[src/rtl/iot_pkg.sv]
// Shared definitions for the IoT event arbiter: default device count,
// event-direction encoding and the dev_id width helper.
package iot_pkg;

   localparam int N_DEV_DEFAULT = 8;

   // Direction carried on on_off with each change pulse
   localparam logic EV_ON  = 1'b1;
   localparam logic EV_OFF = 1'b0;

   // Width of a device index; never narrower than one bit
   function automatic int id_width(input int n);
      return (n > 1) ? $clog2(n) : 1;
   endfunction

   localparam int ID_W_DEFAULT = id_width(N_DEV_DEFAULT);

   typedef logic [ID_W_DEFAULT-1:0] dev_id_t;

endpackage

[src/rtl/iot_event_arbiter_rr_arbiter.sv]
// Combinational round-robin arbiter: picks the first requesting index at or
// above i_ptr, wrapping from N_DEV-1 to 0. No grant while i_en is low.
module rr_arbiter
   import iot_pkg::*;
#(
   parameter int N_DEV = N_DEV_DEFAULT,
   parameter int ID_W  = id_width(N_DEV)
) (
   input  logic [N_DEV-1:0] i_req,
   input  logic             i_en,
   input  logic [ID_W-1:0]  i_ptr,
   output logic             o_gnt_valid,
   output logic [ID_W-1:0]  o_gnt_idx
);

   logic            w_found;
   logic [ID_W-1:0] w_idx;

   // Rotating priority search starting at the pointer
   always_comb begin
      int j;
      // NOTE: every signal written here gets a default first, so no path
      // leaves it unassigned and no latch is inferred.
      w_found = 1'b0;
      w_idx   = '0;
      j       = 0;
      for (int k = 0; k < N_DEV; k++) begin
         j = int'(i_ptr) + k;
         if (j >= N_DEV) begin
            j = j - N_DEV;
         end
         if (!w_found && i_req[j]) begin
            w_found = 1'b1;
            w_idx   = ID_W'(j);
         end
      end
   end

   assign o_gnt_valid = w_found & i_en;
   assign o_gnt_idx   = o_gnt_valid ? w_idx : '0;

endmodule

[src/rtl/iot_event_arbiter.sv]
// IoT event arbiter: detects per-device on/off edges, holds one unserved
// event per device (a reversal before service cancels it), and issues at most
// one registered change/on_off/dev_id pulse per clock in round-robin order.
// Optional build macro IOT_ARB_SYNC_EN adds a 2-flop synchroniser on every
// dev_status bit ahead of edge detection (input-to-change latency 4 clocks
// instead of 2).
module iot_event_arbiter
   import iot_pkg::*;
#(
   parameter int N_DEV = N_DEV_DEFAULT,
   parameter int ID_W  = id_width(N_DEV)
) (
   input  logic             clk,
   input  logic             rst_n,
   input  logic [N_DEV-1:0] dev_status,
   input  logic             enable,
   output logic             change,
   output logic             on_off,
   output logic [ID_W-1:0]  dev_id,
   output logic             pending
);

   logic [N_DEV-1:0] w_status;
   logic [N_DEV-1:0] r_status_q;
   logic [N_DEV-1:0] w_rise;
   logic [N_DEV-1:0] w_fall;
   logic [N_DEV-1:0] w_edge;

   logic [N_DEV-1:0] r_pend_v;
   logic [N_DEV-1:0] r_pend_dir;
   logic [N_DEV-1:0] w_pend_v_nxt;
   logic [N_DEV-1:0] w_pend_dir_nxt;

   logic             w_gnt_valid;
   logic [ID_W-1:0]  w_gnt_idx;
   logic [N_DEV-1:0] w_gnt_oh;
   logic [ID_W-1:0]  r_ptr;
   logic [ID_W-1:0]  w_ptr_nxt;

   logic             r_change;
   logic             r_on_off;
   logic [ID_W-1:0]  r_dev_id;
   logic             r_pending;

`ifdef IOT_ARB_SYNC_EN
   logic [N_DEV-1:0] r_sync_meta;
   logic [N_DEV-1:0] r_sync_out;

   // Two-stage synchroniser per status bit
   always_ff @(posedge clk or negedge rst_n) begin
      if (!rst_n) begin
         r_sync_meta <= '0;
         r_sync_out  <= '0;
      end else begin
         // NOTE: non-blocking assignments make both stages sample the old
         // values at the same edge, giving a true two-flop chain.
         r_sync_meta <= dev_status;
         r_sync_out  <= r_sync_meta;
      end
   end

   assign w_status = r_sync_out;
`else
   assign w_status = dev_status;
`endif

   // Edges against the previous sample; a zero previous sample after reset
   // makes devices already on show up as on-events.
   assign w_rise = w_status & ~r_status_q;
   assign w_fall = ~w_status & r_status_q;
   assign w_edge = w_rise | w_fall;

   rr_arbiter #(
      .N_DEV (N_DEV),
      .ID_W  (ID_W)
   ) u_rr_arbiter (
      .i_req       (r_pend_v),
      .i_en        (enable),
      .i_ptr       (r_ptr),
      .o_gnt_valid (w_gnt_valid),
      .o_gnt_idx   (w_gnt_idx)
   );

   assign w_gnt_oh  = w_gnt_valid ? (N_DEV'(1) << w_gnt_idx) : '0;
   assign w_ptr_nxt = (w_gnt_idx == ID_W'(N_DEV - 1)) ? '0 : (w_gnt_idx + ID_W'(1));

   // Per-device pending event: serve, replace, cancel on reversal, or hold
   always_comb begin
      w_pend_v_nxt   = r_pend_v;
      w_pend_dir_nxt = r_pend_dir;
      for (int i = 0; i < N_DEV; i++) begin
         if (w_gnt_oh[i]) begin
            // Served this cycle; a same-cycle edge becomes the next event
            w_pend_v_nxt[i] = w_edge[i];
            if (w_edge[i]) begin
               w_pend_dir_nxt[i] = w_rise[i] ? EV_ON : EV_OFF;
            end
         end else if (w_edge[i]) begin
            if (r_pend_v[i]) begin
               // A held event can only be undone by the opposite edge
               w_pend_v_nxt[i] = 1'b0;
            end else begin
               w_pend_v_nxt[i]   = 1'b1;
               w_pend_dir_nxt[i] = w_rise[i] ? EV_ON : EV_OFF;
            end
         end
      end
   end

   // State, pointer and registered event outputs
   always_ff @(posedge clk or negedge rst_n) begin
      if (!rst_n) begin
         // NOTE: the pending flags are ordinary per-device flops, not a RAM,
         // so they are reset so stale events cannot survive a reset.
         r_status_q <= '0;
         r_pend_v   <= '0;
         r_pend_dir <= '0;
         r_ptr      <= '0;
         r_change   <= 1'b0;
         r_on_off   <= 1'b0;
         r_dev_id   <= '0;
         r_pending  <= 1'b0;
      end else begin
         r_status_q <= w_status;
         r_pend_v   <= w_pend_v_nxt;
         r_pend_dir <= w_pend_dir_nxt;
         r_pending  <= |w_pend_v_nxt;
         if (w_gnt_valid) begin
            r_change <= 1'b1;
            r_on_off <= r_pend_dir[w_gnt_idx];
            r_dev_id <= w_gnt_idx;
            r_ptr    <= w_ptr_nxt;
         end else begin
            r_change <= 1'b0;
            r_on_off <= 1'b0;
            r_dev_id <= '0;
         end
      end
   end

   assign change  = r_change;
   assign on_off  = r_on_off;
   assign dev_id  = r_dev_id;
   assign pending = r_pending;

endmodule

[config.mk]
export PLATFORM = sky130hd
export DESIGN_NAME = iot_event_arbiter
export DESIGN_NICKNAME = d
export VERILOG_FILES = /design/src/rtl/iot_pkg.sv /design/src/rtl/iot_event_arbiter_rr_arbiter.sv /design/src/rtl/iot_event_arbiter.sv
export SDC_FILE = /design/constraint.sdc
export NUM_CORES = 1
export LEC_CHECK = 0
export BUFFER_PORTS_ARGS = -buffer_cell sky130_fd_sc_hd__buf_4
export CAP_MARGIN = 40
export CORE_ASPECT_RATIO = 0.7
export CORE_MARGIN = 4
export CORE_UTILIZATION = 40
export CTS_BUF_LIST = sky130_fd_sc_hd__clkbuf_8
export DETAILED_ROUTE_END_ITERATION = 12
export GPL_TIMING_DRIVEN = 1
export PLACE_DENSITY = 0.59
export SYNTH_ARGS = -nofsm -noshare
export SYNTH_HDL_FRONTEND = slang
export SYNTH_SLANG_ARGS = --single-unit
[constraint.sdc]
create_clock -name clk -period 12.4 [get_ports clk]
set_clock_uncertainty 0.15 [all_clocks]
set_input_delay 0 -clock clk [delete_from_list [all_inputs] [get_ports clk]]
set_output_delay 0 -clock clk [all_outputs]
set_load 0.005 [all_outputs]
==> results.md <==
- TNS Setup: 0 ns
- Fin worst setup slack: 6.39 ns
- Wire length of the first global-routing pass: 10,500 um
- Final WL: between 6000 and 7000 um
- Fin crit share: 48.4%
- Number of port buffers: 16
- Cell area after synthesis: between 0.002 and 0.003 mm^2
- Met3 routed WL: roughly 500 um
- Routed length per instance: 17.9 um
- Worst r2r dst: pending
- Routed via count: 1,979
- Ys flop type: dfrtp_1
- Gpl congestion: 0.877
- Worst-path fanout max: 21
- Path depth of the worst reg2reg path: 16
- Setup violations, final: 0
- Row count: 23
- Register area: 826 um^2
- Worst-Margin Slew: 0.805 ns
- Post-route cell area: 0.00290 mm^2
- Status: completed
- Met2 WL post-DR: 2420 um
- Area grow syn2layout: 14.9%
- Seq/Total Area, Yosys: 32.7%
- Residual DRC count: 0
- Crit end category: flop
- Die area: around 0.0077 mm^2
- Syn nets: 268
- Die Height: 74.4 um
- Clock transition at the registers of the reported paths: 0.08 ns
- Largest area contributor in the netlist: dfrtp_1
- R2R Setup Slk: 6.39 ns
- Fin. Hold Viols: 0
- Skew-Pair Late Insertion Delay: a little under 0.3 ns
- Ys Warns: 0
- Worst rel slew slack: 46.3%
- Fmax achieved: around 170 MHz
- Netlist cell types: 57
- GRT overflow: 0
- Antenna violations before repair: 0
- Core box area: 0.00593 mm^2
- Starting Density: a little over two fifths
- CP Launch Type: flop
- Top post-synthesis cells by area: dfrtp_1, mux4_2, ha_1
- Syn Inst Count: 241
- TritonCTS Buffers: 5
- CTS sink cnt: 33
- Layout cells sized above 1: 20.5%
- Layout Nets: between 200 and 300
- Die width: 103 um
- I/O pin count: 17
- Crit path time final: 6.01 ns
- Hold Crit Class: in2async
- Longest Clk Path Bufs: 2
- Avg Vias per Cell: roughly 5.8
- Vias in the first global route: between 1,500 and 2,000
- Global Route Usage Sum: 17.9%
- CTS H-tree lvls: 2
- DRT iter0 DRCs: 135
- Worst r2r src: r_ptr[1]
- Cell Area, Placed: 0.00271 mm^2
- HPWL after DPL: 4480 um
- Crit Path Category: reg2reg
- Pre-antenna DRT Iters: 6
- Synth Register Bits: 33
- Post-synth EDFFs: 0
- Max-Cap Viols: 0
- RSZ-0062 raised after global routing: false
- Synth top area share: 32.7%
- WP data required: 12.41 ns
- Final ANT Viol Nets: 0
- Top Metal Used: met4
- Async set-reset flop share out of synthesis: between 90% and 100%
- Pre-CTS setup slack: 6.52 ns
- Syn avg cell area: 10.5 um^2
- Met1 Wirelength: 3190 um
- Number of fill cells: 522
- Slew Limit Fails: 0
- Multi-input logic area: roughly 0.0016 mm^2
- Clk root buf: clkbuf_8
- Largest net degree at the start of global routing: 34
- Data arrival, critical path: 6.02 ns
- CTS tree: done
- Antenna cells: 0
flip-flops by register name, summed over array words and instances, names as in the netlist:
signal / count
change: 1
r_pend_v: 8
on_off: 1
r_status_q: 8
r_pend_dir: 8
dev_id: 3
r_ptr: 3
pending: 1
critical path, stage by stage, from the launching register on:
cell,delay [ns]
dfrtp_1,0.63
clkinv_1,0.40
ha_1,0.86
nor2_1,0.15
a221oi_1,0.74
a211o_1,0.18
a211oi_1,0.07
a21o_1,0.17
a31oi_1,0.46
nor2_1,0.15
inv_1,0.11
ha_1,0.19
nand2_1,0.07
o31ai_1,0.36
xor2_1,0.19
nor4b_1,0.51
or4b_1,0.47
cell usage in the layout (no fill, tap or decap), types with 9 or more instances in the layout:
master         count
buf_4             16
dfrtp_1           33
dlygate4sd3_1     10
ha_1              16
inv_1             17
mux2i_1           14
mux4_2             9
nand2_1           14
nor2_1            16
o21ai_0           10
synth_stat cells (all sizes together), types with 5 or more instances:
library cell / count
mux2i: 14
nand2: 14
nand2b: 7
mux4: 9
nor2: 16
xor2: 5
inv: 17
o21ai: 12
dfrtp: 33
ha: 16
nor3: 7
mux2: 17
buf: 5
xnor2: 6
a21oi: 6
cells by family after synthesis:
family | Yosys count | share of synthesized area (%)
flip-flops | 33 | 32.7
multiplexers | 40 | 21.6
XOR/XNOR | 11 | 4.12
buffers and inverters | 26 | 4.27
AND/OR/NAND/NOR | 59 | 12.5
AO/OA/AOI/OAI | 56 | 16.9
adder cells (fa/ha/maj) | 16 | 7.94
worst max-delay path by stage:
stage | cells past startpoint | slack (ns) | startpoint | end
6_report | 16 | 6.39 | r_ptr[1] | pending
5_1_grt | 16 | 5.91 | r_ptr[1] | pending
4_1_cts | 16 | 6.52 | r_ptr[1] | pending
3_5_place_dp | 16 | 6.52 | r_ptr[1] | pending
3_3_place_gp | 16 | 6.51 | r_ptr[0] | pending
2_1_floorplan | 18 | 7.59 | r_ptr[1] | pending
cell type report:
class | count | area share (%)
Timing Repair Buffer | 27 | 8.12
Multi-Input combinational cell | 182 | 54.8
Clock buffer | 5 | 2.37
Inverter | 18 | 2.33
Clock inverter | 3 | 0.604
Sequential cell | 33 | 28.5
Tap cell | 75 | 3.24
routing by layer:
layer,GRT usage [%],up-vias
li1,-,947
met1,28.5,964
met2,24.0,66
met3,5.34,2
met4,3.16,0
met5,0,-
repair_timing:
action / 4_1_cts / 5_1_grt
setup buffers: 0 / 0
hold endpoints to repair: 63 / 0
resized for setup: 0 / 0
hold buffers: 10 / 0
stage by stage:
stage          util [%]  hold slack [ns]  std cells
2_1_floorplan         -           -0.446        241
3_3_place_gp       45.5           -0.182        324
3_5_place_dp       45.7           -0.178        325
4_1_cts            48.9           0.0568        343
5_1_grt            48.9           0.0914        343
6_report           48.9           0.0615        343
Power is not shown: default switching activity piles up to over one toggle a cycle in this logic, so the estimate is an artifact.
